**config.mk**
```make
export PLATFORM = sky130hd
export DESIGN_NAME = aer_map_event_scheduler
export DESIGN_NICKNAME = d
export VERILOG_FILES = /design/src/rtl/aer_map_event_scheduler.sv
export SDC_FILE = /design/constraint.sdc
export NUM_CORES = 1
export LEC_CHECK = 0
export BUFFER_PORTS_ARGS = -buffer_cell sky130_fd_sc_hd__buf_2
export CAP_MARGIN = 20
export CORE_ASPECT_RATIO = 0.75
export CORE_MARGIN = 2
export CORE_UTILIZATION = 40
export DETAILED_ROUTE_END_ITERATION = 8
export PLACE_DENSITY_LB_ADDON = 0.05
export SYNTH_ARGS = -nofsm -noshare
export SYNTH_HDL_FRONTEND = slang
export SYNTH_SLANG_ARGS = --single-unit
```
**constraint.sdc**
```tcl
create_clock -name clk -period 6.46 [get_ports clk]
set_clock_uncertainty 0.2 [all_clocks]
set_input_delay 1.292 -clock clk [delete_from_list [all_inputs] [get_ports clk]]
set_output_delay 1.292 -clock clk [all_outputs]
set_load 0.005 [all_outputs]
```
**src/rtl/aer_map_event_scheduler.sv**
```systemverilog
// Round-robin AER arbiter feeding the local-receptive-field mapper.
// Captures source events into a small FIFO and replays them over a timed 4-phase handshake.
module aer_map_event_scheduler #(
  parameter int unsigned N_SRC      = 4,
  parameter int unsigned AER_WIDTH  = 12,
  parameter int unsigned FIFO_DEPTH = 8,
  parameter int unsigned TIMEOUT    = 255,
  parameter int unsigned CNT_W      = 16
) (
  input  logic                              clk,
  input  logic                              rst,
  input  logic [N_SRC-1:0]                  SRC_REQ,
  input  logic [N_SRC*AER_WIDTH-1:0]        SRC_EVENT,
  input  logic [N_SRC*(AER_WIDTH-2)-1:0]    SRC_IDX,
  output logic [N_SRC-1:0]                  SRC_ACK,
  output logic                              MAP_IN_AERIN_REQ,
  output logic [AER_WIDTH-1:0]              MAP_IN_AERIN_EVENT,
  output logic [AER_WIDTH-3:0]              MAP_IN_AERIN_IDX,
  input  logic                              MAP_IN_AERIN_ACK,
  input  logic                              ERR_CLR,
  output logic                              ERR_TIMEOUT,
  output logic [$clog2(FIFO_DEPTH):0]       FIFO_LEVEL,
  output logic [CNT_W-1:0]                  DROP_CNT,
  output logic                              BUSY
);

  localparam int unsigned IW = AER_WIDTH - 2;
  localparam int unsigned DW = AER_WIDTH + IW;
  localparam int unsigned SW = $clog2(N_SRC);
  localparam int unsigned AW = $clog2(FIFO_DEPTH);
  localparam int unsigned LW = AW + 1;
  localparam int unsigned TW = $clog2(TIMEOUT + 1);

  typedef enum logic {InIdle, InAck} in_state_e;
  typedef enum logic [1:0] {OutIdle, OutReq, OutRel} out_state_e;

  in_state_e          in_state_q, in_state_d;
  out_state_e         out_state_q, out_state_d;
  logic [N_SRC-1:0]   ack_q, ack_d;
  logic [SW-1:0]      gnt_q, gnt_d;
  logic [SW-1:0]      rr_q, rr_d;
  logic [CNT_W-1:0]   drop_q, drop_d;
  logic               req_q, req_d;
  logic [DW-1:0]      data_q, data_d;
  logic [TW-1:0]      timer_q, timer_d;
  logic               discarded_q, discarded_d;
  logic               err_q, err_d;
  logic [AW-1:0]      wptr_q, rptr_q;
  logic [LW-1:0]      count_q, count_d;
  logic [DW-1:0]      mem [FIFO_DEPTH];

  logic [AER_WIDTH-1:0] src_evt [N_SRC];
  logic [IW-1:0]        src_idx [N_SRC];
  logic                 gnt_valid;
  logic [SW-1:0]        gnt_idx;
  logic                 push, pop, err_set;
  logic                 fifo_full, fifo_empty;

  for (genvar g = 0; g < N_SRC; g++) begin : g_src
    assign src_evt[g] = SRC_EVENT[g*AER_WIDTH +: AER_WIDTH];
    assign src_idx[g] = SRC_IDX[g*IW +: IW];
  end

  function automatic logic [SW-1:0] rr_idx(input logic [SW-1:0] base, input int unsigned off);
    return SW'((32'(base) + off) % N_SRC);
  endfunction

  assign fifo_full  = (count_q == LW'(FIFO_DEPTH));
  assign fifo_empty = (count_q == '0);

  // First requester at or after the round-robin pointer, wrapping.
  always_comb begin
    gnt_valid = 1'b0;
    gnt_idx   = '0;
    for (int unsigned i = 0; i < N_SRC; i++) begin
      if (!gnt_valid && SRC_REQ[rr_idx(rr_q, i)]) begin
        gnt_valid = 1'b1;
        gnt_idx   = rr_idx(rr_q, i);
      end
    end
  end

  always_comb begin
    in_state_d = in_state_q;
    ack_d      = ack_q;
    gnt_d      = gnt_q;
    rr_d       = rr_q;
    drop_d     = drop_q;
    push       = 1'b0;
    unique case (in_state_q)
      InIdle: begin
        if (gnt_valid && !fifo_full) begin
          ack_d          = '0;
          ack_d[gnt_idx] = 1'b1;
          gnt_d          = gnt_idx;
          rr_d           = (gnt_idx == SW'(N_SRC - 1)) ? '0 : gnt_idx + 1'b1;
          in_state_d     = InAck;
          // Invalid events still complete the handshake but never reach the mapper.
          if (src_evt[gnt_idx][AER_WIDTH-1 -: 2] == 2'b11) begin
            if (drop_q != '1) drop_d = drop_q + 1'b1;
          end else begin
            push = 1'b1;
          end
        end
      end
      InAck: begin
        if (!SRC_REQ[gnt_q]) begin
          ack_d      = '0;
          in_state_d = InIdle;
        end
      end
      default: in_state_d = InIdle;
    endcase
  end

  always_comb begin
    out_state_d = out_state_q;
    req_d       = req_q;
    data_d      = data_q;
    timer_d     = timer_q;
    discarded_d = discarded_q;
    pop         = 1'b0;
    err_set     = 1'b0;
    unique case (out_state_q)
      OutIdle: begin
        if (!fifo_empty) begin
          req_d       = 1'b1;
          data_d      = mem[rptr_q];
          timer_d     = '0;
          discarded_d = 1'b0;
          out_state_d = OutReq;
        end
      end
      OutReq: begin
        if (MAP_IN_AERIN_ACK) begin
          req_d       = 1'b0;
          out_state_d = OutRel;
        end else if (timer_q == TW'(TIMEOUT - 1)) begin
          req_d       = 1'b0;
          pop         = 1'b1;
          err_set     = 1'b1;
          discarded_d = 1'b1;
          out_state_d = OutRel;
        end else begin
          timer_d = timer_q + 1'b1;
        end
      end
      OutRel: begin
        if (!MAP_IN_AERIN_ACK) begin
          pop         = !discarded_q;
          out_state_d = OutIdle;
        end
      end
      default: out_state_d = OutIdle;
    endcase
  end

  always_comb begin
    count_d = count_q;
    if (push && !pop) begin
      count_d = count_q + 1'b1;
    end else if (!push && pop) begin
      count_d = count_q - 1'b1;
    end
  end

  // A same-cycle set wins over a clear.
  assign err_d = err_set | (err_q & ~ERR_CLR);

  always_ff @(posedge clk) begin
    if (push) mem[wptr_q] <= {src_evt[gnt_idx], src_idx[gnt_idx]};
  end

  always_ff @(posedge clk or posedge rst) begin
    if (rst) begin
      in_state_q  <= InIdle;
      out_state_q <= OutIdle;
      ack_q       <= '0;
      gnt_q       <= '0;
      rr_q        <= '0;
      drop_q      <= '0;
      req_q       <= 1'b0;
      data_q      <= '0;
      timer_q     <= '0;
      discarded_q <= 1'b0;
      err_q       <= 1'b0;
      wptr_q      <= '0;
      rptr_q      <= '0;
      count_q     <= '0;
    end else begin
      in_state_q  <= in_state_d;
      out_state_q <= out_state_d;
      ack_q       <= ack_d;
      gnt_q       <= gnt_d;
      rr_q        <= rr_d;
      drop_q      <= drop_d;
      req_q       <= req_d;
      data_q      <= data_d;
      timer_q     <= timer_d;
      discarded_q <= discarded_d;
      err_q       <= err_d;
      count_q     <= count_d;
      if (push) wptr_q <= wptr_q + 1'b1;
      if (pop)  rptr_q <= rptr_q + 1'b1;
    end
  end

  assign SRC_ACK            = ack_q;
  assign MAP_IN_AERIN_REQ   = req_q;
  assign MAP_IN_AERIN_EVENT = data_q[DW-1 -: AER_WIDTH];
  assign MAP_IN_AERIN_IDX   = data_q[IW-1:0];
  assign ERR_TIMEOUT        = err_q;
  assign FIFO_LEVEL         = count_q;
  assign DROP_CNT           = drop_q;
  assign BUSY               = !fifo_empty || (in_state_q != InIdle) || (out_state_q != OutIdle);

endmodule

```
======== Yosys cells after proc, flatten, opt, wreduce, memory -nomap -nowiden ========
Memories as Yosys holds them, arrays and structs flattened. A register that Yosys moved wholly into a read port is not among the register bits.
Cells that the tools add are included.
operators by class
  bitwise gates (word level) .............. 6
  order comparisons ....................... 8
  reduce and logical (&&, ||, !) cells .... 30
  add/sub/neg operators ................... 10
  muxes and demuxes ....................... 62
  eq/ne operators ......................... 15
operators with widths
  cell                                                        number
  two-way mux 1 bit                                           27
  binary-select mux 12 bit (select 2 bit)                     1
  two-way mux 12 bit                                          2
  two-way mux 8 bit                                           3
  binary-select mux 10 bit (select 2 bit)                     1
  two-way mux 10 bit                                          2
  less-than comparator 2 x 3 -> 1 bit, second input constant  6
  two-way mux 2 bit                                           9
  adder 16 x 1 -> 16 bit, second input constant               1
  two-way mux 4 bit                                           4
  != test 16 bit, second input constant                       1
  case mux 8 bit (2 select lines)                             1
  != test 2 bit, second input constant                        7
  AND reduction 4 bit                                         3
  binary-select mux 1 bit (select 2 bit)                      5
  adder 8 x 1 -> 8 bit, second input constant                 1
  equality test 8 bit, second input constant                  1
  zero test 1 bit                                             8
  case mux 1 bit (2 select lines)                             4
  case mux 4 bit (2 select lines)                             1
  logical AND 1 bit                                           7
  adder 3 x 1 -> 3 bit, second input constant                 2
  equality test 2 bit, second input constant                  3
  case mux 2 bit (3 select lines)                             1
  other kinds (20)                                            30
word-level totals
  output and inout port bits .............. 49
  bits of input ports ..................... 96
  bits in writable memories ............... 176
  register bits after elaboration ......... 48
  memories kept ........................... 1
memory list
  memory  depth  width  read ports  clocked after Yosys merged registers in  write ports  line  RTL
  mem     8      22     1           1                                        1            50    logic [DW-1:0] mem [FIFO_DEPTH];

======== Logic depth before layout (Yosys ltp) ========
Gate-level depths: netlist (run 1).
  depth in word-level cells ............... 24
  gate-level depth with buffers ........... 15
  mapped depth without buffers ............ 15

======== Worst setup path before layout (run 1) ========
Ideal clock, no wire load.
  path kind ............................... input port to flip-flop
  start ................................... input port SRC_REQ[0]
  end ..................................... register count_q[3] (netlist: FIFO_LEVEL[3])
  arrival time ............................ 3,802 ps
  slack ................................... 2,331 ps
  cell stages on the path ................. 15
  library setup time ...................... 127 ps
  path through ............................ a21oi_1 o21ai_1 o2bb2a_1 clkbuf_1 mux2i_4 a21oi_2 buf_4 ha_1 inv_1 ha_1 a21o_1 a21oi_1 xnor2_1 nor2_1 xor2_1
on the way
  longest elaborated chain between the ends .. 23
  elaborated cells between the ends (all ways) .. 36
RTL lines
  element                                  line  RTL
  start, declared                          12    input logic [N_SRC-1:0] SRC_REQ,
  binary-select mux 1 bit (select 2 bit)   76    if (!gnt_valid && SRC_REQ[rr_idx(rr_q, i)]) begin
  two-way mux 1 bit (not written as such)  76
  two-way mux 1 bit                        76
  zero test 1 bit                          76
  logical AND 1 bit                        76
  two-way mux 1 bit                        76
  zero test 1 bit                          76
  logical AND 1 bit                        76
  [... 8 more ...]                         --
  equality test 2 bit                      99    if (src_evt[gnt_idx][AER_WIDTH-1 -: 2] == 2'b11) begin
  two-way mux 1 bit                        99
  two-way mux 1 bit *                      92    if (gnt_valid && !fifo_full) begin
  two-way mux 1 bit *                      90    unique case (in_state_q)
  net push                                 56    logic push, pop, err_set;
  zero test 1 bit                          162   end else if (!push && pop) begin
  logical AND 1 bit                        162
  nonzero test 2 bit (no line)             --
  end signal, assigned                     202   count_q <= count_d;
  end, declared                            49    logic [LW-1:0] count_q, count_d;
Mark *: on every way through the listed nets, which the timed path passes. The rest lies on a longest branch. The select of a mux whose other input is x is not followed.
A chain may end at the register's enable or synchronous reset.

======== Final worst setup path (run 1) ========
  start ................................... input port SRC_REQ[1]
  end ..................................... register count_q[3] (netlist: FIFO_LEVEL[3])
on the way
  longest elaborated chain between the ends .. 23
  elaborated cells between the ends (all ways) .. 36
RTL lines
  element                                                 line
  binary-select mux 1 bit (select 2 bit)                  76
  two-way mux 1 bit (not written as such)                 76
  two-way mux 1 bit                                       76
  zero test 1 bit                                         76
  logical AND 1 bit                                       76
  two-way mux 1 bit                                       76
  zero test 1 bit                                         76
  logical AND 1 bit                                       76
  [... 6 more ...]                                        --
  two-way mux 12 bit (not written as such) (2 in series)  99
  equality test 2 bit                                     99
  two-way mux 1 bit                                       99
  two-way mux 1 bit *                                     92
  two-way mux 1 bit *                                     90
  zero test 1 bit                                         162
  logical AND 1 bit                                       162
  nonzero test 2 bit (no line)                            --
Mark *: on every way between the ends. The rest lies on a longest branch, timed or not. The select of a mux whose other input is x is not followed.

==> results of run 1 <==
-- power groups by stage --
| stage | registers, mW | clock network, mW | logic [mW] |
|---|---|---|---|
| floorplan | 2.39 | 0 | 1.35 |
| global placement | 2.45 | 0 | 1.92 |
| detailed placement | 2.47 | 0 | 1.97 |
| CTS | 2.44 | 1.51 | 1.98 |
| global route | 2.48 | 1.57 | 2.16 |
| finish | 2.44 | 1.47 | 1.93 |
-- logic make-up (layout without fill, tap and decap cells) --
kind of cell    count (synthesis)  in the layout  share of synthesized area (%)
buf+inv                        52            227                           1.94
mux                            81             81                           13.2
fa+ha+maj                      17             17                           2.07
simple gates                  234            234                           10.3
xor+xnor                       29             29                           2.39
flops                         246            246                           66.1
compound gates                 68             68                           3.94
-- per-layer routing --
metal  vias up  routed length, µm  GRT usage (%)
li1       3038                  -              -
met1      3343              11800           26.4
met2       159              11500           28.3
met3        31               1090           2.83
met4         0                390           3.74
met5         -                  0              0
-- stage by stage --
| stage | std cells | hold WS (ps) | util (%) |
|---|---|---|---|
| after floorplan | 727 | 258 | - |
| after global placement | 1197 | 259 | 45.3 |
| after detailed placement | 1198 | 267 | 45.3 |
| after CTS | 1246 | 280 | 48.5 |
| after global routing | 1246 | 297 | 48.5 |
| final | 1246 | 272 | 48.5 |
-- final timing paths --
path | endpoint | slack (ps) | depth (start not counted)
setup / recovery | FIFO_LEVEL[3] | 2190 | 15
hold / removal | data_q[15] | 270 | 2
setup reg to reg | FIFO_LEVEL[3] | 2590 | 14
hold reg to reg | data_q[15] | 270 | 2
max in group asynchronous | rptr_q[1] | 4510 | 3
min in group asynchronous | DROP_CNT[11] | 850 | 3
-- layout by cell type, fill, tap and decap left out, drive strengths merged, types with 16 or more instances in the layout --
cell type	n
dfrtp	70
ha	16
mux2i	30
edfxtp	176
mux4	45
clkbuf	36
buf	163
inv	17
nand2	134
o21ai	29
a31oi	20
xnor2	22
and3	28
nor2	17
-- registers in the layout, summed over array words and instances, names as in the netlist --
signal,flops
DROP_CNT,16
ERR_TIMEOUT,1
FIFO_LEVEL,4
MAP_IN_AERIN_REQ,1
SRC_ACK,4
data_q,22
discarded_q,1
gnt_q,2
in_state_q,1
mem,176
out_state_q,2
rptr_q,3
rr_q,2
timer_q,8
wptr_q,3
-- final cells by class --
type	instances	area, µm²
clock buffer	36	729
inverter	16	60.1
clock inverter	12	114
fill	2292	13400
timing repair buffer	163	861
tap	344	430
sequential	246	7040
multi-input combinational	429	3400
-- tightest hold or removal path: cells and delay by family, from the launching register on --
family	cells	cell delay [ps]
DFF	1	330
AOI/OAI and AO/OA	1	60
and+or+nand+nor	1	50
==> results, run 1 <==
- Yosys attributes the largest share of cell area to sky130_fd_sc_hd__edfxtp_1 (50%), sky130_fd_sc_hd__dfrtp_1 (16%), sky130_fd_sc_hd__mux4_2 (9.5%), sky130_fd_sc_hd__nand2_1 (4.7%), sky130_fd_sc_hd__mux2i_1 (2.6%).
- The number of standard cells after synthesis is 727.
- The clock latency at the later pin of the worst-skew pair is 520 ps.
- Setup repair after global routing left no endpoint under its margin.
- The final hold violation count is 0.
- The post-route netlist has 28.8% of its cells at a drive strength greater than 1.
- Clock tree synthesis inserted a total of 26 buffers.
- Of the total power, the clock network draws 25.1%.
- The kind of capture point of the worst setup path is a flop.
- Setup violations remaining at the end of the flow were counted as 0.
- The number of vias per cell is 5.27.
- The number of maximum-capacitance violations is 0.
- The summed negative setup slack over all endpoints is 0 ps.
- The initial utilization of the core area, before any placement, comes to 40.9%.
- The clock-pin slew on the worst setup and hold paths is 60 ps.
- The number of synthesis warnings is 0.
- The via count of the first global-routing pass is 6729.
- The weighted congestion at the end of routability-driven global placement is 0.788.
- TritonCTS built the clock tree.
- By instance count, the leading cell after synthesis is sky130_fd_sc_hd__edfxtp_1.
- The placeable core area is 26000 µm².
- The sequential share of power is 41.7%.
- Summing every instance area after synthesis gives 10600 µm².
- With fillers left out, the area of the finished cells amounts to 12600 µm².
- In the final routed layout, each cell accounts on average for 19.9 µm.
- The internal power summed over all cells is 3.88 mW.
- Relative to the synthesized area, the layout overhead comes to 18.7%.
- The final routed DRC violation total is 0.
- The number of antenna violations at the first check in global routing came to 0.
- Of all nets on the critical path, the largest fanout is 25.
- The cell type with the highest aggregate area in the netlist is sky130_fd_sc_hd__edfxtp_1.
- The final worst-path cycle share is 66.1%.
- The all-layer global routing usage is 18.0%.
- The synthesized design contains 246 register bits.
- The clock passes through at most 3 buffers.
- The worst setup path is launched from an input port.
- The post-CTS setup-driven buffer insertion count is 0.
- The critical path's largest stage delay is 440 ps.
- The data arrival time of the critical path is 4470 ps.
- Summed over all cells, the static leakage comes to 4.93 nW.
- Yosys mapped a number of flops with a built-in enable equal to 176.
- In this run the horizontal extent of the chip is 192 µm.
- The die boundary height is 145 µm.
- The total power of the final layout is 5.84 mW.
- Once the clock tree was built, the resizer swapped 0 gates to a different size.
- The cell type of the slowest stage on the worst timing path is sky130_fd_sc_hd__a21oi_2.
- The start point of the critical path is SRC_REQ[1].
- For this run the aggregate overflow at the end of global routing stands at 0.
- The pin count of the biggest net entering global routing is 71.
- The cell that appears most often on the critical path is sky130_fd_sc_hd__ha_1.
- The worst-case IR drop observed on VDD is 0.191 mV.
- 145 I/O pins were placed.
- Yosys mapped the design onto 50 distinct sky130hd cell types.
- The number of buffers inserted by hold repair at cts is 0.
- The number of nets at the end of the flow is 995.
- Of all flip-flops after synthesis, the portion carrying an async set or reset was 28.5%.
- The first global-routing pass estimated 38400 µm of wire.
- Of the synthesized area, sequential elements account for 66.1%.
- The launching point of the worst reg2reg path is rr_q[1].
- The ratio of total power to cell area is 462 nW/µm².
- The floorplan step defined a die boundary enclosing 27900 µm².
- The share of the synthesized area in the top cell type is 49.7%.
- The most used flip-flop cell after synthesis is sky130_fd_sc_hd__edfxtp_1.
- Once detail routing completed, the nets flagged for antenna violations numbered 0.
- The via count of the routed design is 6571.
- Grouping stages by cell kind, the critical path spends the most delay in compound AO/OA/AOI/OAI gates.
- The final count of pins violating max slew is 0.
- The critical path in this run is classified as input port to flop.
- The worst hold path begins at data_q[15].
- For this design the total switching power over the nets is 1.96 mW.
- Based on the critical path, the design can be clocked at up to 0.234 GHz.
- The total cell area at the placement stage is 11800 µm².
- The final worst-path setup slack is 2190 ps.
- After detailed routing, the total wire length is 24800 µm.
- In this run the clock root is driven by a sky130_fd_sc_hd__clkbuf_16.
- The clock sink total is 246.
- The flow ran to the end, and the final reports show no timing, DRC or antenna violations.
- Counting both buffers and inverters, the worst setup path holds a total of 3.
- The antenna cell count is 0.
- The number of placement rows is 51.
- After synthesis, the mean cell area works out to 14.6 µm².
- In this run, the combinational gates consume 33.2% of the power.
- At the worst endpoint, the required time is 6660 ps.
- After layout, the minimum clock period comes to 4270 ps.
- In this run the tool buffered the top-level ports with 144 buffer cells.
- Ranked by instance count, the synthesized netlist is headed by sky130_fd_sc_hd__edfxtp_1 (176), sky130_fd_sc_hd__nand2_1 (134), sky130_fd_sc_hd__dfrtp_1 (70).
- CTS built an H-tree with a depth of 1.
- The critical path goes through buf_2, or3b_1, o221ai_4, mux2i_1, mux2i_4, buf_4, a21oi_2, ha_1, inv_1, ha_1, a21o_1, a21oi_1, xnor2_1, nor2_1, xor2_1.
- Before antenna repair, the detailed router went through 4 iterations.
- The min-delay analysis places its worst path in the category flop to flop.
- The actual transition at the worst max-transition pin is 1030 ps.
- Synthesis produced a netlist with a net count of 840.
- Net switching is 33.6% of the power.
- The worst setup slack before clock tree synthesis is 1660 ps.
- After the first detailed-routing iteration, the DRC count stood at 435.
- Measured against its own limit, the worst slew margin works out to 29.5%.
- The wire-length estimate of the detail-placed layout is 16100 µm.
Note: power is estimated with default switching activity, not from simulation.
==> run 2, diff against run 1 <==
==> constraint.sdc (replaced) <==
create_clock -name clk -period 4.1 [get_ports clk]
set_clock_uncertainty 0.2 [all_clocks]
set_input_delay 0.82 -clock clk [delete_from_list [all_inputs] [get_ports clk]]
set_output_delay 0.82 -clock clk [all_outputs]
set_load 0.005 [all_outputs]
==> results, run 2 (same netlist as run 1, synthesis figures left out) <==
- The pin count of the biggest net entering global routing is 36 (was 71).
- The overall die width came to 192 µm (unchanged).
- The number of input and output port buffers inserted is 144 (unchanged).
- The required time reported for the critical path endpoint is 4300 ps (was 6660 ps).
- The via count of the routed design is 6566 (was 6571).
- The area of the die came to 27900 µm² (unchanged).
- The fraction of layout cells with a size suffix above 1 is 29.3% (was 28.8%).
- The placeable core area came to 26000 µm² (unchanged).
- The type of the setup path with the least slack is flop to flop (was input port to flop).
- The routed wire length on met2 came to 11600 µm (was 11500 µm).
- The register containing the most flip-flops in the final layout is mem (unchanged).
- The worst reg-to-reg setup slack was 670 ps (was 2590 ps).
- The number of cells on the worst reg-to-reg path came to 14 (unchanged).
- The cell repeated most along the worst path is sky130_fd_sc_hd__ha_1 (unchanged).
- The final standard cell area without fillers is 12800 µm² (was 12600 µm²).
- The summed negative setup slack over all endpoints came to 0 ps (unchanged).
- The leading cell type in the layout, fill and taps excluded is sky130_fd_sc_hd__edfxtp_1 (unchanged).
- The critical path's largest stage delay was 440 ps (about the same).
- The data arrival time of the critical path is 3640 ps (was 4470 ps).
- The number of buffers added by the clock tree synthesis step is 26 (unchanged).
- The final count of pins violating max slew is 0 (unchanged).
- The effective utilization at floorplan is 40.9% (unchanged).
- The type of the worst min-delay path was input port to asynchronous set/reset pin (was flop to flop).
- The final routed DRC violation total is 0 (unchanged).
- The maximum fanout encountered on the critical timing path is 13 (was 25).
- The clock period minus final worst setup slack is 3430 ps.
- Outcome: completed (unchanged).
- The launching point of the worst reg2reg path is rr_q[1] (unchanged).
- The via count of the first global-routing pass is 6818 (was 6729).
- The detailed-route wire length per cell is 19.5 µm (was 19.9 µm).
- The number of buffers inserted by hold repair at cts was 0 (unchanged).
- Static timing analysis puts the maximum clock frequency at 0.291 GHz.
- The all-layer global routing usage is 18.0% (about the same).
- The final count of negative-setup-slack endpoints is 0 (unchanged).
- The utilization after layout came to 49.1% (was 48.5%).
- The worst max-slew margin expressed relative to the limit came to 30.3% (was 29.5%).
- The actual transition at the worst max-transition pin is 1040 ps (was 1030 ps).
- The cell type of the slowest stage on the worst timing path is sky130_fd_sc_hd__dfrtp_1 (was sky130_fd_sc_hd__a21oi_2).
- The startpoint class of the critical path is a flop (was input port).
- The number of vias per cell was 5.23 (was 5.27).
- The clock sink total is 246 (unchanged).
- The wire length reported by the detailed router is 24500 µm (was 24800 µm).
- The number of maximum-capacitance violations is 0 (unchanged).
- The number of violations reported at the end of detailed-routing iteration 0 was 378 (was 435).
- The number of antenna violations at the first check in global routing is 2 (was 0).
- The total leakage power is 4.97 nW (was 4.93 nW).
- The kind of capture point of the worst setup path is a flop (unchanged).
- The ratio of total power to cell area is 725 nW/µm² (was 462 nW/µm²).
- The total cell area at the placement stage is 12000 µm² (was 11800 µm²).
- The number of flip-flops in the largest register was 176 (unchanged).
- The die boundary height was 145 µm (unchanged).
- The highest metal layer with signal wires was met4 (unchanged).
- The clock tree from TritonCTS is yes (unchanged).
- The amount of wire on met3 after detailed routing is 1110 µm (was 1090 µm).
- The maximum vdd ir drop came to 0.359 mV (was 0.191 mV).
- The final hold violation count came to 0 (unchanged).
- The number of iterations in the first detailed-routing pass was 5 (was 4).
- The half-perimeter wire length after placement is 16900 µm (was 16100 µm).
- Setup repair after global routing missed its margin: false (unchanged).
- Chain of cells forming the critical path: or3b_1, o221ai_4, inv_2, mux2i_1, mux2i_4, a21oi_2, ha_1, inv_1, ha_1, a21o_1, a21oi_1, xnor2_1, nor2_1, xor2_1 (was buf_2, or3b_1, o221ai_4, mux2i_1, mux2i_4, buf_4, a21oi_2, ha_1, inv_1, ha_1, a21o_1, a21oi_1, xnor2_1, nor2_1, xor2_1).
- Dividing the final minimum period by the clock period gives 83.8%.
- The post-CTS setup-driven buffer insertion count is 0 (unchanged).
- The area added between synthesis and finish is 20.2% (was 18.7%).
- The number of gates resized after CTS is 0 (unchanged).
- The weighted congestion at the end of routability-driven global placement is 0.814 (was 0.788).
- The clock-pin slew on the worst setup and hold paths is 60 ps (about the same).
- The residual antenna-violating net count after detailed routing is 0 (unchanged).
- The buffer and inverter count on the worst path is 2 (was 3).
- The global-route wire length before repair is 38600 µm (was 38400 µm).
- The cell type group with the largest total delay on the critical path is compound AO/OA/AOI/OAI gates (unchanged).
- The number of I/O pins is 145 (unchanged).
- The deepest clock path buffer count was 3 (unchanged).
- The CTS root buffer is sky130_fd_sc_hd__clkbuf_16 (unchanged).
- The length of routed wiring on met1 is 11500 µm (was 11800 µm).
- The number of placement rows was 51 (unchanged).
- The H-tree depth is 1 (unchanged).
- The number of nets at the end of the flow is 1003 (was 995).
- The clock latency at the later pin of the worst-skew pair is 520 ps (about the same).
- The endpoint of the lowest-slack register-to-register path is FIFO_LEVEL[3] (unchanged).
- Most used cells in the layout excluding fill and tap cells: sky130_fd_sc_hd__edfxtp_1 (176), sky130_fd_sc_hd__buf_2 (144), sky130_fd_sc_hd__nand2_1 (134), sky130_fd_sc_hd__dfrtp_1 (68), sky130_fd_sc_hd__mux4_2 (45) (was sky130_fd_sc_hd__edfxtp_1 (176), sky130_fd_sc_hd__buf_2 (145), sky130_fd_sc_hd__nand2_1 (134), sky130_fd_sc_hd__dfrtp_1 (68), sky130_fd_sc_hd__mux4_2 (45)).
- The overall overflow remaining after global route is 0 (unchanged).
==> run 2: worst register-to-register path, cell delays in order, from the launching register on <==
cell,delay [ps]
sky130_fd_sc_hd__dfrtp_1,440
sky130_fd_sc_hd__or3b_1,440
sky130_fd_sc_hd__o221ai_4,180
sky130_fd_sc_hd__inv_2,200
sky130_fd_sc_hd__mux2i_1,310
sky130_fd_sc_hd__mux2i_4,120
sky130_fd_sc_hd__a21oi_2,180
sky130_fd_sc_hd__ha_1,200
sky130_fd_sc_hd__inv_1,90
sky130_fd_sc_hd__ha_1,280
sky130_fd_sc_hd__a21o_1,180
sky130_fd_sc_hd__a21oi_1,160
sky130_fd_sc_hd__xnor2_1,140
sky130_fd_sc_hd__nor2_1,60
sky130_fd_sc_hd__xor2_1,140
==> run 2: worst max path at each step <==
stage	from	endpoint	cells past startpoint
2_1_floorplan	SRC_REQ[0]	FIFO_LEVEL[3]	15
3_3_place_gp	SRC_REQ[1]	FIFO_LEVEL[3]	15
3_5_place_dp	SRC_REQ[1]	FIFO_LEVEL[3]	15
4_1_cts	rr_q[1]	FIFO_LEVEL[3]	14
5_1_grt	rr_q[1]	FIFO_LEVEL[3]	14
6_report	rr_q[1]	FIFO_LEVEL[3]	14
==> run 2: metrics by stage <==
step / worst slack, ps / hold WS, ps / std cells / power (mW)
finish: 666 / 151 / 1256 / 9.28
global placement: 265 / 258 / 1206 / 6.99
CTS: 653 / 164 / 1254 / 9.41
global route: 424 / 183 / 1254 / 9.89
floorplan: 443 / 258 / 727 / 5.89
detailed placement: 177 / 267 / 1206 / 7.10
==> run 2: per-layer routing <==
| layer | up-vias | global-route usage [%] |
|---|---|---|
| li1 | 3069 | - |
| met1 | 3315 | 25.9 |
| met2 | 153 | 28.9 |
| met3 | 29 | 3.46 |
| met4 | 0 | 3.09 |
| met5 | - | 0 |
==> run 2: layout make-up <==
| type | instances | area, µm² |
|---|---|---|
| clock buffer | 32 | 694 |
| tap | 344 | 430 |
| timing repair buffer | 171 | 1020 |
| antenna | 2 | 5.00 |
| clock inverter | 16 | 141 |
| inverter | 16 | 60.1 |
| fill | 2266 | 13200 |
| multi-input combinational | 429 | 3400 |
| sequential | 246 | 7040 |
==> run 2: report_power, final <==
part,internal [mW],switching [mW],total (mW),leakage (nW)
logic,1.32,1.74,3.06,2.09
registers,3.50,0.429,3.93,2.48
clock network,1.33,0.951,2.28,0.401
total,6.15,3.12,9.28,4.97
